===== src/rtl/gray_pkg.sv =====
// Shared mode encoding and width-parameterised gray/binary conversion helpers.
// Helpers operate on a 32-bit container; bits at and above w are treated as zero.
package gray_pkg;

  typedef enum logic {
    MODE_G2B = 1'b0,
    MODE_B2G = 1'b1
  } mode_e;

  localparam int unsigned MAX_WIDTH = 32;

  function automatic logic [MAX_WIDTH-1:0] width_mask(input int unsigned w);
    return (w >= MAX_WIDTH) ? '1 : ((32'd1 << w) - 32'd1);
  endfunction

  function automatic logic [MAX_WIDTH-1:0] bin2gray(input logic [MAX_WIDTH-1:0] b,
                                                    input int unsigned w);
    logic [MAX_WIDTH-1:0] bm;
    bm = b & width_mask(w);
    return bm ^ (bm >> 1);
  endfunction

  function automatic logic [MAX_WIDTH-1:0] gray2bin(input logic [MAX_WIDTH-1:0] g,
                                                    input int unsigned w);
    logic [MAX_WIDTH-1:0] gm;
    logic [MAX_WIDTH-1:0] b;
    gm = g & width_mask(w);
    b  = '0;
    // Each binary bit is the parity of the gray bits at and above it.
    for (int unsigned i = 0; i < MAX_WIDTH; i++) begin
      b[i] = ^(gm >> i);
    end
    return b;
  endfunction

endpackage


===== src/rtl/gray_popcnt_le1.sv =====
// Flags a difference word with more than one bit set (gray adjacency violation).
module gray_popcnt_le1 #(
  parameter int unsigned WIDTH = 4
) (
  input  logic [WIDTH-1:0] diff,
  output logic             multi_bit
);

  // Clearing the lowest set bit leaves a nonzero word only if two or more were set.
  assign multi_bit = |(diff & (diff - WIDTH'(1)));

endmodule


===== src/rtl/gray_conv_pipe.sv =====
// Gray<->binary converter with a one-entry valid/ready output register.
// Define GRAY_CONV_ADJCHK_EN to compile in the gray adjacency checker.
module gray_conv_pipe
  import gray_pkg::*;
#(
  parameter int unsigned WIDTH = 4
) (
  input  logic             clk,
  input  logic             rst,
  input  logic             in_valid,
  output logic             in_ready,
  input  logic             in_mode,
  input  logic [WIDTH-1:0] in_data,
  output logic             out_valid,
  input  logic             out_ready,
  output logic [WIDTH-1:0] out_data,
  output logic             out_mode,
  output logic             adj_err,
  output logic             adj_err_sticky
);

  mode_e            in_mode_e;
  logic             accept;
  logic [WIDTH-1:0] conv;

  assign in_mode_e = mode_e'(in_mode);
  assign in_ready  = !out_valid || out_ready;
  assign accept    = in_valid && in_ready;

  assign conv = (in_mode_e == MODE_B2G) ? WIDTH'(bin2gray(32'(in_data), WIDTH))
                                        : WIDTH'(gray2bin(32'(in_data), WIDTH));

  always_ff @(posedge clk or posedge rst) begin
    if (rst) begin
      out_valid <= 1'b0;
      out_data  <= '0;
      out_mode  <= 1'b0;
    end else if (accept) begin
      out_valid <= 1'b1;
      out_data  <= conv;
      out_mode  <= in_mode;
    end else if (out_ready) begin
      out_valid <= 1'b0;
    end
  end

`ifdef GRAY_CONV_ADJCHK_EN
  logic             hist_valid;
  mode_e            hist_mode;
  logic [WIDTH-1:0] hist_gray;
  logic [WIDTH-1:0] gray_word;
  logic             multi_bit;
  logic             adj_hit;

  // The gray side of the transaction is the input in G2B mode, the result in B2G mode.
  assign gray_word = (in_mode_e == MODE_G2B) ? in_data : conv;
  assign adj_hit   = hist_valid && (hist_mode == in_mode_e) && multi_bit;

  gray_popcnt_le1 #(.WIDTH(WIDTH)) u_popcnt (
    .diff      (gray_word ^ hist_gray),
    .multi_bit (multi_bit)
  );

  always_ff @(posedge clk or posedge rst) begin
    if (rst) begin
      hist_valid     <= 1'b0;
      hist_mode      <= MODE_G2B;
      hist_gray      <= '0;
      adj_err        <= 1'b0;
      adj_err_sticky <= 1'b0;
    end else if (accept) begin
      hist_valid     <= 1'b1;
      hist_mode      <= in_mode_e;
      hist_gray      <= gray_word;
      adj_err        <= adj_hit;
      adj_err_sticky <= adj_err_sticky | adj_hit;
    end
  end
`else
  assign adj_err        = 1'b0;
  assign adj_err_sticky = 1'b0;
`endif

endmodule

===== config.mk =====
export PLATFORM = sky130hd
export DESIGN_NAME = gray_conv_pipe
export DESIGN_NICKNAME = d
export VERILOG_FILES = /design/src/rtl/gray_pkg.sv /design/src/rtl/gray_popcnt_le1.sv /design/src/rtl/gray_conv_pipe.sv
export SDC_FILE = /design/constraint.sdc
export NUM_CORES = 1
export LEC_CHECK = 0
export BUFFER_PORTS_ARGS = -buffer_cell sky130_fd_sc_hd__buf_4
export CAP_MARGIN = 0
export CELL_PAD_IN_SITES_DETAIL_PLACEMENT = 1
export CELL_PAD_IN_SITES_GLOBAL_PLACEMENT = 1
export CORE_AREA = 10 10 47 49
export CTS_CLUSTER_DIAMETER = 200
export DETAILED_ROUTE_END_ITERATION = 8
export DIE_AREA = 0 0 57 59
export PLACE_DENSITY = 0.73
export SETUP_SLACK_MARGIN = 0.15
export SKIP_LAST_GASP = 1
export SLEW_MARGIN = 40
export SYNTH_ARGS = -nofsm -noshare
export SYNTH_HDL_FRONTEND = slang
export SYNTH_SLANG_ARGS = --single-unit

===== constraint.sdc =====
create_clock -name clk -period 2.63 [get_ports clk]
set_input_delay 0.526 -clock clk [delete_from_list [all_inputs] [get_ports clk]]
set_output_delay 0.526 -clock clk [all_outputs]
set_load 0.005 [all_outputs]

---- Yosys cells after proc, flatten, opt, wreduce, memory -nomap -nowiden ----
Index checks and enable logic that the tools add are counted.
W data, S select, Z words.
operators by class
  reduce and logical (&&, ||, !) cells .... 8
  bitwise operators ....................... 1
  muxes and demuxes ....................... 3
operators with widths
  kind                 count
  $reduce_xor A32 Y1   4
  $mux W4              1
  $xor A4 B3 Y4        1
  $mux W1              2
  $reduce_bool A2 Y1   1
  $logic_and A1 B1 Y1  1
  $logic_not A1 Y1     1
  $logic_or A1 B1 Y1   1
word-level totals
  register bits ........................... 6
  input bits .............................. 9
  output and inout port bits .............. 9
  word-level logic and storage cells ...... 15

---- Longest topological paths before layout ----
Gate-level depths: netlist of run 1.
  depth after elaboration ................. 4
  depth in mapped cells ................... 4
  mapped depth without buffers ............ 4

---- Worst setup path after synthesis of run 1 ----
No wires, ideal clock.
  kind .................................... input-to-reg
  start point ............................. input port out_ready
  end point ............................... register out_data[2]
  required time ........................... 2.505 ns
  setup time .............................. 0.125 ns
  buffers on the path ..................... 0
  path slack .............................. 1.390 ns
  cell stages on the path ................. 4
  arrival ................................. 1.116 ns
  cells stage by stage .................... nor2b_4 > inv_2 > nand2_2 > mux2_2
on the way
  word-level cells in the longest chain between the ends .. 2
RTL lines
  what                  line                  source
  from (decl)           gray_conv_pipe.sv:15  input logic out_ready,
  $logic_or A1 B1 Y1    gray_conv_pipe.sv:27  assign in_ready = !out_valid || out_ready;
  named net in_ready    gray_conv_pipe.sv:11  output logic in_ready,
  $logic_and A1 B1 Y1   gray_conv_pipe.sv:28  assign accept = in_valid && in_ready;
  to (signal assigned)  gray_conv_pipe.sv:40  out_data <= conv;
  to (decl)             gray_conv_pipe.sv:16  output logic [WIDTH-1:0] out_data,
The timed path passes the listed nets, and every way through them passes these cells.
A chain may end at the register's enable or synchronous reset.

---- Final worst setup path of run 1 ----
  start point ............................. input port out_ready
  end point ............................... output port in_ready
on the way
  word-level cells in the longest chain between the ends .. 1
RTL lines
  what                line
  $logic_or A1 B1 Y1  gray_conv_pipe.sv:27
  to (decl)           gray_conv_pipe.sv:11
Every way passes these cells.

==> results_tabular.tex, run 1 <==
\begin{tabular}{lr}
\hline
Metric & Value \\
\hline
\multicolumn{2}{l}{\textbf{Status}} \\
\quad Outcome & complete, no violations \\
\multicolumn{2}{l}{\textbf{GRT}} \\
\quad Total GRT Usage & about 5.1\% \\
\quad Antenna violations before repair & 0 \\
\quad Total congestion overflow & 0 \\
\quad Via count of the first global-routing pass & 321 \\
\quad First-pass GRT wire length & approximately 1300 µm \\
\quad Largest net degree at the start of global routing & 7 \\
\multicolumn{2}{l}{\textbf{Power}} \\
\quad Overall power of the completed layout & around 270 µW \\
\quad Largest voltage drop on the vdd net & between 0.2 and 0.25 mV \\
\quad Static leakage & 0.2380 nW \\
\quad PwrDens & just under 600 nW/µm² \\
\multicolumn{2}{l}{\textbf{Timing}} \\
\quad Setup repair after global routing missed its margin & no \\
\quad Fmax & around 670 MHz \\
\quad Final Critical Period & approximately 1.5 ns \\
\quad Max-slew violations & 0 \\
\quad Final setup violation count & 0 \\
\quad TNS Setup & 0 ns \\
\quad Clock skew after layout & 0.0008006 ns \\
\quad Final Cycle Share & a little under three fifths \\
\quad Final Hold Fails & 0 \\
\multicolumn{2}{l}{\textbf{Routing}} \\
\quad Vias/cell & 4.203 \\
\quad Wirelength, routed & between 800 and 900 µm \\
\quad Starting DRC count in detailed routing & 3 \\
\quad Number of design rule violations left after detail routing & 0 \\
\quad Total number of vias & 269 \\
\quad Count of antenna-violating nets left after detailed routing & 0 \\
\quad Per-cell routed wire length & between 10 and 15 µm \\
\quad Number of iterations in the first detailed-routing pass & 2 \\
\multicolumn{2}{l}{\textbf{Yosys}} \\
\quad List of most frequent post-synthesis cells & dfrtp\_1, o21ai\_0, inv\_1, xor2\_1 \\
\quad Sequential fraction of the synthesis area & approximately 47\% \\
\quad Top-count cell post-synth & dfrtp\_1 \\
\quad Share of synthesized flip-flops with an asynchronous set or reset & 100.0\% \\
\quad Register bit total from synthesis & 6 \\
\quad Number of flops mapped to enable cells by yosys & 0 \\
\quad Yosys Warn Count & 0 \\
\quad Synthesized area per cell & 10.33 µm² \\
\quad Synth top area cells & dfrtp\_1, xor2\_1, o21ai\_0 \\
\quad Synthesized netlist cell count & 31 \\
\quad Main flop type after synthesis & dfrtp\_1 \\
\quad Yosys cell types & 16 \\
\quad Dominant cell type by area after synthesis & dfrtp\_1 \\
\quad Fraction of synthesized cell area taken by the top area cell type & between 40\% and 50\% \\
\quad Cell area after technology mapping & about 320 µm² \\
\multicolumn{2}{l}{\textbf{Worst setup path}} \\
\quad Worst setup path category & primary input to output port \\
\quad Crit path capture type & output port \\
\quad Maximum fanout encountered on the critical timing path & 4 \\
\quad Worst endpoint required time & approximately 2.1 ns \\
\quad Arrival time of data at the critical path endpoint & a little under 1 ns \\
\quad Startpoint type of the worst setup path & primary input \\
\multicolumn{2}{l}{\textbf{Clocking}} \\
\quad Number of buffers created by CTS & 3 \\
\quad Root Driver & clkbuf\_4 \\
\quad Post-CTS repair timing setup buffer count & 0 \\
\quad TritonCTS clock tree & done \\
\quad Count of hold buffers inserted by post-cts repair & 0 \\
\quad Count of cells resized by post-cts repair & 0 \\
\quad H-tree level count & 1 \\
\quad Sink count of the clock tree & 6 \\
\quad Later-pin clock latency in the skew report & about 0.24 ns \\
\quad Clock-pin slew on the worst setup and hold paths & about 0.040 ns \\
\quad Maximum buffer depth of the clock tree & 2 \\
\multicolumn{2}{l}{\textbf{Placement}} \\
\quad Weighted congestion reported at the end of routability-driven placement & $\sim$0.66 \\
\quad Post-detail-place hpwl & 730.8 µm \\
\quad Total placed instance area & about 440 µm² \\
\quad Number of port buffers & 15 \\
\quad Placed cell count & between 60 and 70 \\
\multicolumn{2}{l}{\textbf{Floorplan}} \\
\quad Ports placed on the boundary & 18 \\
\quad Core area & $\sim$1400 µm² \\
\quad DIE WIDTH & 57 µm \\
\quad Number of rows created at floorplan & 14 \\
\quad Floorplan die height & approximately 59 µm \\
\quad Area of the die & roughly 3400 µm² \\
\quad Starting density of the core & between 20\% and 30\% \\
\multicolumn{2}{l}{\textbf{Final layout}} \\
\quad Design area & 464.2 µm² \\
\quad Total Nets Final & between 50 and 60 \\
\quad Synthesis-to-layout area growth & 44.92\% \\
\quad Number of standard cells in the layout, taps in and fillers out & 64 \\
\quad Share of post-route cells with drive strength above 1 & roughly half \\
\quad ANT cells & 0 \\
\quad Final core utilization & 33.13\% \\
\multicolumn{2}{l}{\textbf{Hold path}} \\
\quad Type of the tightest min-delay check & primary input to asynchronous set/reset pin \\
\multicolumn{2}{l}{\textbf{Run}} \\
\quad Number of maximum-capacitance violations & 0 \\
\hline
\end{tabular}
-- through the flow --
step / hold WS (ns) / setup WS, ns
final: 0.2041 / 1.128
after global routing: 0.2152 / 1.079
after CTS: 0.2051 / 1.120
after detailed placement: 0.4658 / 1.120
after global placement: 0.4612 / 1.151
after floorplan: 0.3170 / 1.390
-- cell usage in the layout (no fill, tap or decap), types with 2 or more instances in the layout --
cell type and n:
inv_1 3, conb_1 2, clkbuf_4 3, xor2_1 3
o21ai_0 5, buf_4 15, dfrtp_1 6, mux2_2 2
-- sequential cells by signal, indices dropped and copies added (netlist names) --
signal     cells
out_valid      1
out_mode       1
out_data       4
-- where the power goes --
group	switching (mW)	internal, mW
clock	0.0326	0.0516
sequential	0.00640	0.107
combinational	0.0295	0.0412
-- cell type report --
cell class	instances	area (µm²)
inverters	4	15.01
clock buffers	3	22.52
flip-flops and latches	6	150.1
repair buffers	15	112.6
well taps	16	20.02
multi-input cells	20	143.9
fillers	171	937.1
-- final timing paths --
path,startpoint,to,slack (ns),cells past startpoint
setup / recovery,out_ready,in_ready,1.13,4
max in group asynchronous,rst,out_data[0]$_DFFE_PP0P_,2.23,2
hold / removal,rst,out_data[3]$_DFFE_PP0P_,0.20,2
hold reg to reg,out_data[2]$_DFFE_PP0P_,out_data[2]$_DFFE_PP0P_,0.50,1
min in group clk,out_data[2]$_DFFE_PP0P_,out_data[2]$_DFFE_PP0P_,0.50,1
setup reg to reg,out_valid$_DFFE_PP0P_,out_data[2]$_DFFE_PP0P_,1.47,4
-- routing by layer --
layer | share of wire [%] | up-vias | wire (µm) | GRT usage (%)
li1 | - | 130 | - | -
met1 | 41 | 123 | 337 | 4.463
met2 | 50 | 14 | 412 | 8.837
met3 | 8.7 | 2 | 72 | 2.575
met4 | 0.96 | 0 | 8 | 4.027
met5 | 0 | - | 0 | 0
-- logic make-up (layout without fill, tap and decap cells) --
logic type	count (synthesis)	count (layout)	share of synthesized area (%)
AO/OA/AOI/OAI	7	7	13.28
flip-flops	6	6	46.87
buffers and inverters	6	22	9.372
AND/OR/NAND/NOR	5	5	11.33
XOR/XNOR	4	4	10.94
multiplexers	2	2	7.031
other	1	2	1.171
-- worst max-delay path, cell delays in order --
cell     delay (ns)
buf_4          0.12
nor2b_4        0.14
inv_2          0.06
buf_4          0.13
(Power assumes the default switching activity.)
==> run 2, diff against run 1 <==
--- a/config.mk
+++ b/config.mk
@@ -13,7 +13,7 @@
 export CTS_CLUSTER_DIAMETER = 200
 export DETAILED_ROUTE_END_ITERATION = 8
 export DIE_AREA = 0 0 57 59
-export PLACE_DENSITY = 0.73
+export PLACE_DENSITY = 0.75
 export SETUP_SLACK_MARGIN = 0.15
 export SKIP_LAST_GASP = 1
 export SLEW_MARGIN = 40
==> constraint.sdc (replaced) <==
create_clock -name clk -period 1.36 [get_ports clk]
set_input_delay 0.272 -clock clk [delete_from_list [all_inputs] [get_ports clk]]
set_output_delay 0.272 -clock clk [all_outputs]
set_load 0.005 [all_outputs]
==> results_tabular.tex, run 2 (synthesis results as in run 1) <==
\begin{tabular}{lr}
\hline
Metric & Value \\
\hline
\multicolumn{2}{l}{\textbf{Power}} \\
\quad Switching part of the total & 25.93\% (was 25.56\%) \\
\quad Clock power share & 31.1\% (was 31.4\%) \\
\quad Largest voltage drop on the vdd net & 0.4116 mV (was 0.2014 mV) \\
\quad Static leakage & 0.2532 nW (was 0.2380 nW) \\
\quad Part of the total power dissipated in sequential elements & 41.2\% (was 42.2\%) \\
\quad Comb power frac & 27.6\% (was 26.4\%) \\
\quad Switch Pwr & 137.8 µW (was 68.49 µW) \\
\quad PwrDens & 1078 nW/µm² (was 577.3 nW/µm²) \\
\quad Total internal power & 393.6 µW (was 199.5 µW) \\
\quad Overall power of the completed layout & 531.4 µW (was 268.0 µW) \\
\multicolumn{2}{l}{\textbf{Clocking}} \\
\quad Root Driver & clkbuf\_4 (unchanged) \\
\quad Later-pin clock latency in the skew report & 0.24 ns (about the same) \\
\quad Number of buffers created by CTS & 3 (unchanged) \\
\quad Sink count of the clock tree & 6 (unchanged) \\
\quad TritonCTS clock tree & done (unchanged) \\
\quad Clock-pin slew on the worst setup and hold paths & 0.04 ns (about the same) \\
\quad Maximum buffer depth of the clock tree & 2 (unchanged) \\
\quad H-tree level count & 1 (unchanged) \\
\multicolumn{2}{l}{\textbf{Worst setup path}} \\
\quad Worst endpoint required time & 1.09 ns (was 2.10 ns) \\
\quad Startpoint type of the worst setup path & flop (was primary input) \\
\quad Dominant delay contributor by cell family on the critical path & flip-flops (was buffers and inverters) \\
\quad Arrival time of data at the critical path endpoint & 0.92 ns (was 0.98 ns) \\
\quad Cell-by-cell listing of the critical path & nor2b\_4 > inv\_2 > buf\_6 (was buf\_4 > nor2b\_4 > inv\_2 > buf\_4) \\
\quad Crit path capture type & output port (unchanged) \\
\quad Largest stage delay, worst path & 0.37 ns (was 0.14 ns) \\
\quad Buffer and inverter count on the worst path & 2 (was 3) \\
\quad Maximum fanout encountered on the critical timing path & 3 (was 4) \\
\quad Critical-path cell with the highest stage delay & dfrtp\_1 (was nor2b\_4) \\
\quad Worst setup path category & flop to output port (was primary input to output port) \\
\multicolumn{2}{l}{\textbf{Timing}} \\
\quad Final Critical Period & approximately 1.2 ns \\
\quad Clock skew after layout & 0.0005977 ns (was 0.0008006 ns) \\
\quad Setup repair after global routing missed its margin & yes (was no) \\
\quad Fmax & 840.9 MHz \\
\quad TNS Setup & 0 ns (unchanged) \\
\quad Final Cycle Share & 87.44\% \\
\quad Max-slew violations & 0 (unchanged) \\
\quad Final Hold Fails & 0 (unchanged) \\
\quad Final setup violation count & 0 (unchanged) \\
\quad Worst hold-check slack & 0.2640 ns (was 0.2041 ns) \\
\multicolumn{2}{l}{\textbf{Routing}} \\
\quad Vias/cell & 4.328 (was 4.203) \\
\quad Per-cell routed wire length & 12.94 µm (was 12.98 µm) \\
\quad Wirelength, routed & 867 µm (was 831 µm) \\
\quad Number of design rule violations left after detail routing & 0 (unchanged) \\
\quad Total number of vias & 290 (was 269) \\
\quad Starting DRC count in detailed routing & 2 (was 3) \\
\quad Count of antenna-violating nets left after detailed routing & 0 (unchanged) \\
\quad Number of iterations in the first detailed-routing pass & 3 (was 2) \\
\multicolumn{2}{l}{\textbf{Floorplan}} \\
\quad Number of rows created at floorplan & 14 (unchanged) \\
\quad DIE WIDTH & 57 µm (unchanged) \\
\quad Floorplan die height & 59 µm (unchanged) \\
\quad Area of the die & 3363 µm² (unchanged) \\
\quad Starting density of the core & 22.86\% (unchanged) \\
\quad Core area & 1401 µm² (unchanged) \\
\quad Ports placed on the boundary & 18 (unchanged) \\
\multicolumn{2}{l}{\textbf{GRT}} \\
\quad Antenna violations before repair & 0 (unchanged) \\
\quad Total congestion overflow & 0 (unchanged) \\
\quad Total GRT Usage & 6.128\% (was 5.128\%) \\
\quad Via count of the first global-routing pass & 363 (was 321) \\
\quad First-pass GRT wire length & 1607 µm (was 1331 µm) \\
\quad Largest net degree at the start of global routing & 7 (unchanged) \\
\multicolumn{2}{l}{\textbf{Final layout}} \\
\quad Most common cell after layout, fill and taps aside & buf\_4 (unchanged) \\
\quad Share of post-route cells with drive strength above 1 & 50.98\% (was 50.00\%) \\
\quad ANT cells & 0 (unchanged) \\
\quad Count of fill cells added during filler insertion & 174 (was 171) \\
\quad Top library cells by usage in the layout, fill and taps aside & buf\_4, dfrtp\_1, o21ai\_0 (unchanged) \\
\quad Largest register by flop count & out\_data (unchanged) \\
\quad Total Nets Final & 62 (was 59) \\
\quad Number of flip-flops in the largest register & 4 (unchanged) \\
\quad Final core utilization & 35.18\% (was 33.13\%) \\
\quad Multi-input combinational cell area & 143.9 µm² (unchanged) \\
\quad Largest registers in the final layout & out\_data: 4 flops, out\_mode: 1 flops, out\_valid: 1 flops (unchanged) \\
\quad Synthesis-to-layout area growth & 53.91\% (was 44.92\%) \\
\quad Register area & 150.1 µm² (unchanged) \\
\multicolumn{2}{l}{\textbf{Hold path}} \\
\quad Type of the tightest min-delay check & primary input to flop (was primary input to asynchronous set/reset pin) \\
\multicolumn{2}{l}{\textbf{Run}} \\
\quad Number of maximum-capacitance violations & 0 (unchanged) \\
\multicolumn{2}{l}{\textbf{Placement}} \\
\quad Number of port buffers & 15 (unchanged) \\
\quad Weighted congestion reported at the end of routability-driven placement & 0.6526 (was 0.6614) \\
\multicolumn{2}{l}{\textbf{Status}} \\
\quad Outcome & complete, no violations (unchanged) \\
\hline
\end{tabular}
-- run 2: changes by cell type in the layout (fill, tap and decap cells not counted) --
cell | before | now
buf_4 | 15 | 16
buf_6 | 0 | 1
dlygate4sd3_1 | 0 | 1
-- run 2: tightest hold or removal path, cell delays in order --
cell and delay (ns):
buf_4 0.09, inv_1 0.06, nand2_1 0.05
-- run 2: cell type report --
type / count / share of cell area [%]
timing repair buffer: 18 / 28.68
inverter: 4 / 3.046
clock buffer: 3 / 4.569
multi-input combinational: 20 / 29.19
sequential: 6 / 30.46
tap: 16 / 4.061
-- run 2: power groups by stage --
| stage | sequential [mW] | clock [mW] | combinational (mW) |
|---|---|---|---|
| finish | 0.219 | 0.165 | 0.147 |
| detailed placement | 0.222 | 0 | 0.141 |
| CTS | 0.219 | 0.174 | 0.148 |
| global route | 0.223 | 0.187 | 0.167 |
| floorplan | 0.224 | 0 | 0.0604 |
| global placement | 0.220 | 0 | 0.137 |
-- run 2: through the flow --
step	area (µm²)	worst slack [ns]	cells
global placement	441.7	0.1918	61
CTS	485.5	0.1563	66
detailed placement	441.7	0.1698	61
floorplan	324.1	0.2577	32
global route	493.0	0.1256	67
finish	493.0	0.1708	67
-- run 2: per-layer routing --
layer | global-route usage [%] | wire (µm) | share of wire, % | up-vias
met2 | 9.457 | 377 | 43 | 18
met3 | 5.579 | 133 | 15 | 0
li1 | - | - | - | 137
met1 | 6.152 | 356 | 41 | 135
met5 | 0 | 0 | 0 | -
met4 | 1.007 | 0 | 0 | 0
-- run 2: final timing paths --
check / startpoint / to / slack, ns / cells after the start
max: out_valid$_DFFE_PP0P_ / in_ready / 0.17 / 3
min: in_valid / out_valid$_DFFE_PP0P_ / 0.26 / 3
max reg2reg: out_valid$_DFFE_PP0P_ / out_data[2]$_DFFE_PP0P_ / 0.23 / 4
min reg2reg: out_data[2]$_DFFE_PP0P_ / out_data[2]$_DFFE_PP0P_ / 0.51 / 1
max in group asynchronous: rst / out_data[0]$_DFFE_PP0P_ / 0.66 / 3
min in group asynchronous: rst / out_data[3]$_DFFE_PP0P_ / 0.50 / 3
-- run 2: what timing repair did --
action                     in CTS  in global routing
buffers inserted                1                  1
resized for setup               1                  0
hold buffers                    1                  0
setup endpoints to repair       1                  1
hold endpoints to repair        6                  0
